[src/rtl/ifu_prefetch.sv]
// ifu_prefetch: sequential instruction prefetcher.
//   Issues in-order AXI-lite reads for consecutive PCs and buffers the returned
//   words in a small fetch queue that feeds decode. A redirect flushes the queue
//   and restarts fetch at a new PC. Reads already in flight at the redirect are
//   drained and discarded when their responses arrive.
//
// Ports
//   clk_i, rst_ni                 clock, synchronous active-low reset
//   redirect_valid_i/_pc_i        flush and restart fetch at redirect_pc_i
//   araddr_o/arvalid_o/arready_i  AXI-lite read address channel
//   rdata_i/rresp_i/rvalid_i      AXI-lite read data channel (rresp != 0 is a fault)
//   rready_o                      always ready outside reset
//   inst_valid_o/inst_ready_i     fetch-queue head handshake towards decode
//   inst_pc_o/inst_snpc_o         head PC and head PC + 4
//   inst_o/inst_fault_o           head instruction word and access-fault flag
module ifu_prefetch #(
    parameter logic [31:0] RESET_PC        = 32'h2000_0000,
    parameter int          FQ_DEPTH        = 4,
    parameter int          MAX_OUTSTANDING = 2
) (
    input  logic        clk_i,
    input  logic        rst_ni,
    input  logic        redirect_valid_i,
    input  logic [31:0] redirect_pc_i,
    output logic [31:0] araddr_o,
    output logic        arvalid_o,
    input  logic        arready_i,
    input  logic [31:0] rdata_i,
    input  logic [1:0]  rresp_i,
    input  logic        rvalid_i,
    output logic        rready_o,
    output logic        inst_valid_o,
    input  logic        inst_ready_i,
    output logic [31:0] inst_pc_o,
    output logic [31:0] inst_snpc_o,
    output logic [31:0] inst_o,
    output logic        inst_fault_o
);

    localparam int CW_OUT = $clog2(MAX_OUTSTANDING + 1);
    localparam int CW_Q   = $clog2(FQ_DEPTH + 1);
    localparam int PW     = (FQ_DEPTH > 1) ? $clog2(FQ_DEPTH) : 1;
    localparam logic [31:0] MAX_OUT_C  = MAX_OUTSTANDING;
    localparam logic [31:0] FQ_DEPTH_C = FQ_DEPTH;

    // Fetch state
    logic [31:0]     fetch_pc_r, fetch_pc_n_s;
    logic [31:0]     rsp_pc_r, rsp_pc_n_s;
    logic [31:0]     araddr_r, araddr_n_s;
    logic            arvalid_r, arvalid_n_s;
    // Set while the pending AR was issued before a redirect: its response must be dropped.
    logic            ar_stale_r, ar_stale_n_s;
    logic            halted_r, halted_n_s;
    logic [CW_OUT-1:0] live_r, live_n_s;
    logic [CW_OUT-1:0] drop_r, drop_n_s;

    // Fetch queue
    logic [31:0]     q_pc_r    [FQ_DEPTH];
    logic [31:0]     q_inst_r  [FQ_DEPTH];
    logic            q_fault_r [FQ_DEPTH];
    logic [PW-1:0]   wr_ptr_r, wr_ptr_n_s;
    logic [PW-1:0]   rd_ptr_r, rd_ptr_n_s;
    logic [CW_Q-1:0] count_r, count_n_s;

    logic        ar_hs_s;
    logic        r_hs_s;
    logic        r_drop_s;
    logic        push_s;
    logic        pop_s;
    logic        fault_s;
    logic [31:0] out_sum_s;
    logic [31:0] q_sum_s;

    assign rready_o = rst_ni;

    // Handshake qualifiers for the current cycle
    always_comb begin
        ar_hs_s  = arvalid_r & arready_i;
        r_hs_s   = rvalid_i & rst_ni;
        r_drop_s = r_hs_s & (drop_r != {CW_OUT{1'b0}});
        fault_s  = (rresp_i != 2'b00);
        // A redirect in the same cycle turns both the push and the pop into no-ops.
        push_s   = r_hs_s & ~r_drop_s & ~redirect_valid_i;
        pop_s    = (count_r != {CW_Q{1'b0}}) & inst_ready_i & ~redirect_valid_i;
    end

    // Next-state computation for fetch control, counters and queue pointers
    always_comb begin
        fetch_pc_n_s = fetch_pc_r;
        rsp_pc_n_s   = rsp_pc_r;
        halted_n_s   = halted_r;
        live_n_s     = live_r;
        drop_n_s     = drop_r;
        count_n_s    = count_r;
        wr_ptr_n_s   = wr_ptr_r;
        rd_ptr_n_s   = rd_ptr_r;
        arvalid_n_s  = arvalid_r;
        araddr_n_s   = araddr_r;
        ar_stale_n_s = ar_stale_r;
        out_sum_s    = 32'd0;
        q_sum_s      = 32'd0;

        if (redirect_valid_i) begin
            fetch_pc_n_s = redirect_pc_i;
            rsp_pc_n_s   = redirect_pc_i;
            halted_n_s   = 1'b0;
            live_n_s     = {CW_OUT{1'b0}};
            // Everything still in flight becomes a drop, including an AR accepted now;
            // an R beat arriving now retires one of them immediately.
            drop_n_s     = drop_r + live_r + CW_OUT'(ar_hs_s) - CW_OUT'(r_hs_s);
            count_n_s    = {CW_Q{1'b0}};
            wr_ptr_n_s   = {PW{1'b0}};
            rd_ptr_n_s   = {PW{1'b0}};
        end else begin
            if (ar_hs_s && !ar_stale_r) begin
                fetch_pc_n_s = fetch_pc_r + 32'd4;
            end else begin
                fetch_pc_n_s = fetch_pc_r;
            end
            if (push_s) begin
                rsp_pc_n_s = rsp_pc_r + 32'd4;
                wr_ptr_n_s = wr_ptr_r + PW'(1'b1);
            end else begin
                rsp_pc_n_s = rsp_pc_r;
                wr_ptr_n_s = wr_ptr_r;
            end
            if (pop_s) begin
                rd_ptr_n_s = rd_ptr_r + PW'(1'b1);
            end else begin
                rd_ptr_n_s = rd_ptr_r;
            end
            halted_n_s = halted_r | (push_s & fault_s);
            live_n_s   = live_r + CW_OUT'(ar_hs_s & ~ar_stale_r) - CW_OUT'(push_s);
            drop_n_s   = drop_r + CW_OUT'(ar_hs_s & ar_stale_r) - CW_OUT'(r_drop_s);
            count_n_s  = count_r + CW_Q'(push_s) - CW_Q'(pop_s);
        end

        out_sum_s = 32'(live_n_s) + 32'(drop_n_s);
        // Queue space is reserved for every live read so R never has to stall.
        q_sum_s   = 32'(count_n_s) + 32'(live_n_s);

        if (arvalid_r && !arready_i) begin
            // A pending AR is never withdrawn or changed, even across a redirect.
            arvalid_n_s  = 1'b1;
            araddr_n_s   = araddr_r;
            ar_stale_n_s = ar_stale_r | redirect_valid_i;
        end else begin
            ar_stale_n_s = 1'b0;
            araddr_n_s   = fetch_pc_n_s;
            arvalid_n_s  = ~halted_n_s & (out_sum_s < MAX_OUT_C) & (q_sum_s < FQ_DEPTH_C);
        end
    end

    // State registers and fetch-queue storage
    always_ff @(posedge clk_i) begin
        if (!rst_ni) begin
            fetch_pc_r <= RESET_PC;
            rsp_pc_r   <= RESET_PC;
            araddr_r   <= RESET_PC;
            arvalid_r  <= 1'b0;
            ar_stale_r <= 1'b0;
            halted_r   <= 1'b0;
            live_r     <= {CW_OUT{1'b0}};
            drop_r     <= {CW_OUT{1'b0}};
            count_r    <= {CW_Q{1'b0}};
            wr_ptr_r   <= {PW{1'b0}};
            rd_ptr_r   <= {PW{1'b0}};
            for (int i = 0; i < FQ_DEPTH; i++) begin
                q_pc_r[i]    <= 32'd0;
                q_inst_r[i]  <= 32'd0;
                q_fault_r[i] <= 1'b0;
            end
        end else begin
            fetch_pc_r <= fetch_pc_n_s;
            rsp_pc_r   <= rsp_pc_n_s;
            araddr_r   <= araddr_n_s;
            arvalid_r  <= arvalid_n_s;
            ar_stale_r <= ar_stale_n_s;
            halted_r   <= halted_n_s;
            live_r     <= live_n_s;
            drop_r     <= drop_n_s;
            count_r    <= count_n_s;
            wr_ptr_r   <= wr_ptr_n_s;
            rd_ptr_r   <= rd_ptr_n_s;
            if (push_s) begin
                q_pc_r[wr_ptr_r]    <= rsp_pc_r;
                q_inst_r[wr_ptr_r]  <= rdata_i;
                q_fault_r[wr_ptr_r] <= fault_s;
            end
        end
    end

    assign arvalid_o    = arvalid_r;
    assign araddr_o     = araddr_r;
    assign inst_valid_o = (count_r != {CW_Q{1'b0}});
    assign inst_pc_o    = q_pc_r[rd_ptr_r];
    assign inst_snpc_o  = q_pc_r[rd_ptr_r] + 32'd4;
    assign inst_o       = q_inst_r[rd_ptr_r];
    assign inst_fault_o = q_fault_r[rd_ptr_r];

endmodule

[config.mk]
export PLATFORM = sky130hd
export DESIGN_NAME = ifu_prefetch
export DESIGN_NICKNAME = d
export VERILOG_FILES = /design/src/rtl/ifu_prefetch.sv
export SDC_FILE = /design/constraint.sdc
export NUM_CORES = 1
export LEC_CHECK = 0
export ABC_AREA = 1
export ABC_CLOCK_PERIOD_IN_PS = 6250
export CAP_MARGIN = 40
export CORE_MARGIN = 2
export CORE_UTILIZATION = 40
export DETAILED_ROUTE_END_ITERATION = 10
export PLACE_DENSITY_LB_ADDON = 0.12
export SLEW_MARGIN = 25
export SYNTH_ARGS = -nofsm -noshare
export SYNTH_HDL_FRONTEND = slang
export SYNTH_SLANG_ARGS = --single-unit
[constraint.sdc]
create_clock -name clk_i -period 6.25 [get_ports clk_i]
set_input_delay 1.25 -clock clk_i [delete_from_list [all_inputs] [get_ports clk_i]]
set_output_delay 1.25 -clock clk_i [all_outputs]
set_load 0.02 [all_outputs]
==> After elaboration in Yosys (flattened, before gate mapping) <==
Memories as Yosys holds them, arrays and structs flattened. A register that Yosys moved wholly into a read port is not among the register bits.
Index checks and enable logic that the tools add are counted.
{ "op_classes": {"n_addsub": 16, "n_lt_le_gt_ge": 2, "mux": 28, "bitwise_logic": 19, "reduce_logical": 13} }
{ "op_table": {"columns": ["operator", "count"], "rows": [
  ["$mux W32", 6],
  ["$add A32 B3 Y32 const B", 3],
  ["$reduce_or A32 Y1", 2],
  ["$mux W2", 11],
  ["$and A1 B1 Y1", 11],
  ["$mux W1", 10],
  ["$reduce_bool A2 Y1", 3],
  ["$sub A2 B1 Y2", 3],
  ["$add A2 B1 Y2", 2],
  ["$add A2 B1 Y2 const B", 2],
  ["$add A2 B2 Y2", 2],
  ["$add A3 B2 Y4", 1],
  ["$lt A4 B3 Y1 const B", 1],
  ["$not A1 Y1", 4],
  ["$add A2 B2 Y3", 1],
  ["$add A3 B1 Y3", 1],
  ["$lt A3 B2 Y1 const B", 1],
  ["$mux W3", 1],
  ["$reduce_bool A3 Y1", 1],
  ["$sub A3 B1 Y3", 1],
  ["$and A1 B2 Y2", 1],
  ["$logic_and A1 B1 Y1", 2],
  ["$logic_not A1 Y1", 2],
  ["$not A1 Y2", 1],
  ["4 further kinds", 5]
]} }
{ "word_totals": {"ff_bits": 110, "mem_bits_rw": 260, "output_inout_bits": 132, "mem_count": 3} }
{ "mem_list": {"columns": ["memory", "depth", "width", "rd", "rd_clocked_by_memory_dff", "write_ports", "line", "rtl"], "rows": [
  ["q_inst_r", 4, 32, 1, 1, 4, "59", "logic [31:0] q_inst_r [FQ_DEPTH];"],
  ["q_pc_r", 4, 32, 1, 1, 4, "58", "logic [31:0] q_pc_r [FQ_DEPTH];"],
  ["q_fault_r", 4, 1, 1, 1, 4, "60", "logic q_fault_r [FQ_DEPTH];"]
]} }

==> Logic depth before layout (Yosys ltp) <==
{ "depth": {"depth_word": 12, "mapped_depth": 18, "ltp_nobuf": 16} }

==> Worst setup path after synthesis <==
No wires, ideal clock.
{ "synth_timing": {"kind": "input-to-reg", "start": "input rst_ni", "end": "memory q_fault_r[3], enable pin", "setup_time_ps": 509, "t_arrival_ps": 5009, "required_time_ps": 5741, "slack_ps": 732, "cell_stages": 7, "path_cell_list": "buf_4 > nand2_1 > inv_2 > nand2_4 > nor2_8 > nand2_1 > a21oi_1"} }
{ "synth_lines": {"columns": ["item", "line", "rtl"], "rows": [
  ["start: declaration", "22", "input logic rst_ni,"],
  ["end: declaration", "60", null]
]} }

==> flow_summary.ini <==
[timing]
period_share_pct = 83.96
rsz0062_at_grt = false
fmax_ghz = 0.1906
final-setup-viol-count = 0
finalHoldViolations = 0
fin_worst_skew_ps = 19.07
maxSlewViolCount = 0
period_needed_ps = 5248
tightest_slew_ps = 779.8
maxSlewHeadroom_pct = 47.83
tns_ps = 0

[setup_path]
crit_path_start_kind = flop
cp_data_required_time_ps = 5000
cpMostUsedCell = nand2_1
crit_chain = clkinv_2, buf_4, nand2_1, nand2_1, nand2_1, nand2_1, inv_2, nor2_1, nand2_1, nor2_1, nand3b_1, xor2_1, clkdlybuf4s50_1
r2r_start = drop_r[1]
ff2ff_setup_slack_ps = 3370
critical_path_peak_fanout = 47
slowest_stage = clkinv_2
reg2regPathDepth = 8
worst-setup-path-type = reg2out
setup.worst_path.end_class = output pin
worstPathArrival_ps = 4000
max_stage_delay_ps = 640
worstReg2RegEnd = q_pc_r[0][21]

[worst_hold_path]
hold_class = reg2reg
min_from = araddr_o[29]
min_delay_path_depth = 2
min_to = araddr_o[29]

[clock_tree]
ctsResizeCount = 0
clock_latency_ps = 540
cts_htree_levels = 2
cts-root-buf = clkbuf_16
post_cts_buffers = 0
cts.sinks = 372
clock_path_buffers = 3
cts_tree = built
numCtsBuffers = 40
hold_buffers = 0
clk_pin_slew_ps = 60

[logic_synthesis]
synth_top_area_cell = edfxtp_1
yosys.area_share.simple_pct = 26.28
synthDistinctLibCells = 47
synth_top_family_by_area = simple AND/OR/NAND/NOR gates
synth_common_cells = 462 x nor2_1, 410 x nand2_1, 257 x edfxtp_1
synth_top_area_share_pct = 42.96
synth_edf_count = 257
synth_area_leaders = edfxtp_1 43%, dfxtp_1 13%, nor2_1 9.7%
synthMuxAreaShare_pct = 0
yosysMostFrequentCell = nor2_1
syn_nets = 2192
synthArstFlopShare_pct = 0
synth-compound-area-share_pct = 7.445
syn-cell-area_um2 = 17970
synth-xor-area-share_pct = 1.901
synth-seq-cells = 372
ys_warn_count = 0
syn_inst = 2107
synth_fa_ha_area_share_pct = 1.031
synth_ff_type = edfxtp_1
syn_area_per_cell_um2 = 8.527
synth_seq_area_share_pct = 55.77

[floorplanning]
die_h_um = 215.9
dieArea_um2 = 46630
ios = 204
rows = 77
core_um2 = 44320
initial_core_util_pct = 40.54
die_x_um = 215.9

[pwr]
p_leak_nw = 8.909
ir_drop_mv = 0.1745
powerDensity_nw_per_um2 = 267.4

[placed_design]
dp.cells = 2826
postPlaceCellArea_um2 = 20530
hpwl_um = 33560
numPortBuffers = 203
gp_congestion = 0.9236

[global_routing]
grt_pass1_vias = 14304
grt_util_all_layers_pct = 21.89
grt_pass1_wl_um = 80340
grt_antenna_before_repair = 1
grt_overflow = 0
grt_max_degree = 87

[run_status]
outcome = finished clean

[flow_run]
cap_violations = 0

[route]
drtIter0Drc = 1268
wire_per_inst_um = 17.69
firstDrtPassIters = 6
routed_wl_um = 51330
ant_nets = 0
vias_per_cell = 5.041
drc = 0
via_count = 14629

[finish]
syn_to_final_growth_pct = 21.62
multi_input_area_um2 = 6609
regArea_um2 = 10020
fillers = 4285
layout-drive-gt1-share_pct = 7.013
stdcell_count = 2902
num_antenna_cells = 0
finalInstanceArea_um2 = 21850
post-route-util_pct = 49.31
nets = 2364
-- metal layers --
metal / track usage, % / share of wire, % / up-vias / wire (µm)
met5: 0 / 0.025 / - / 13
met4: 5.616 / 1.8 / 2 / 937
met3: 3.228 / 5.6 / 66 / 2889
met2: 35.87 / 46 / 430 / 23700
met1: 30.49 / 46 / 6895 / 23790
li1: - / - / 7236 / -
-- layout make-up --
cell class                 count  area share [%]
clock inverter                17          0.6184
sequential                   372           45.88
multi-input combinational   1409           30.25
clock buffer                  56           5.182
timing repair buffer         228           10.75
inverter                     228           3.934
tap                          592           3.390
-- worst max-delay path by stage --
stage / slack, ps / startpoint / depth (start not counted) / endpoint
after floorplan: 730 / rst_ni / 7 / q_fault_r[3]
after global placement: 1600 / flop / 11 / inst_snpc_o[23]
after detailed placement: 1560 / flop / 11 / inst_snpc_o[21]
after CTS: 980 / flop / 13 / inst_snpc_o[21]
after global routing: 660 / flop / 13 / inst_snpc_o[27]
final: 1000 / flop / 13 / inst_snpc_o[22]
-- placed cells by master, fill, tap and decap left out, types with 3 or more instances in the layout --
cell | Yosys | final
clkinv_2 | 0 | 5
a21oi_1 | 33 | 32
nand3_2 | 4 | 4
clkdlybuf4s50_1 | 0 | 203
o211ai_1 | 9 | 9
nand4_1 | 17 | 17
nor3_1 | 13 | 13
clkbuf_8 | 0 | 5
xnor2_1 | 6 | 6
buf_12 | 0 | 6
nor3_4 | 4 | 4
clkbuf_16 | 0 | 41
or2_2 | 8 | 8
nor2_2 | 18 | 18
nand2_2 | 15 | 20
nand3b_1 | 7 | 7
inv_2 | 15 | 14
fa_1 | 3 | 3
ha_1 | 10 | 10
a31oi_1 | 9 | 9
nand2_1 | 410 | 405
inv_1 | 211 | 211
clkinv_1 | 1 | 9
dfxtp_1 | 115 | 113
edfxtp_1 | 257 | 257
o22ai_1 | 53 | 53
nand3_1 | 150 | 150
nor2_4 | 6 | 6
o21ai_1 | 10 | 10
clkbuf_1 | 44 | 10
o21ai_0 | 112 | 112
xor2_1 | 33 | 33
nor2_1 | 462 | 462
buf_4 | 10 | 15
-- cell families (layout without fill, tap and decap cells) --
logic type                 after synthesis  in the layout
buffers and inverters                  326            529
AOI/OAI and AO/OA                      239            239
DFF                                    372            372
and+or+nand+nor                       1118           1118
xor gates and xnor gates                39             39
adders and majority gates               13             13
-- power by group --
group	internal (W)	switching (W)	total, W
clock network	0.00135	0.000961	0.00231
registers	0.00277	0.0000730	0.00285
logic	0.000262	0.000429	0.000690
total	0.00438	0.00146	0.00584
-- through the flow --
step / setup WS (ps) / hold slack [ps] / power [W]
after global placement: 1600 / 443.9 / 0.003578
final: 1002 / 459.7 / 0.005844
after detailed placement: 1556 / 443.3 / 0.003589
after CTS: 975.7 / 462.0 / 0.005901
after floorplan: 732.0 / 438.5 / 0.003268
after global routing: 663.7 / 492.1 / 0.006065
-- sequential cells by signal, summed over array words and instances (netlist names), named ones only --
register	cells
drop_r	2
wr_ptr_r	2
q_inst_r	128
live_r	2
araddr_o	32
q_fault_r	4
halted_r	1
rsp_pc_r	32
ar_stale_r	1
arvalid_o	1
count_r	3
fetch_pc_r	32
q_pc_r	128
rd_ptr_r	2
-- critical path: cells and delay by family (launching register included) --
| family | cells | cell delay [ps] |
|---|---|---|
| flops | 1 | 630 |
| simple gates | 8 | 690 |
| buf+inv | 4 | 1860 |
| xor+xnor | 1 | 190 |
No activity file was read; power rests on OpenSTA's default activity.
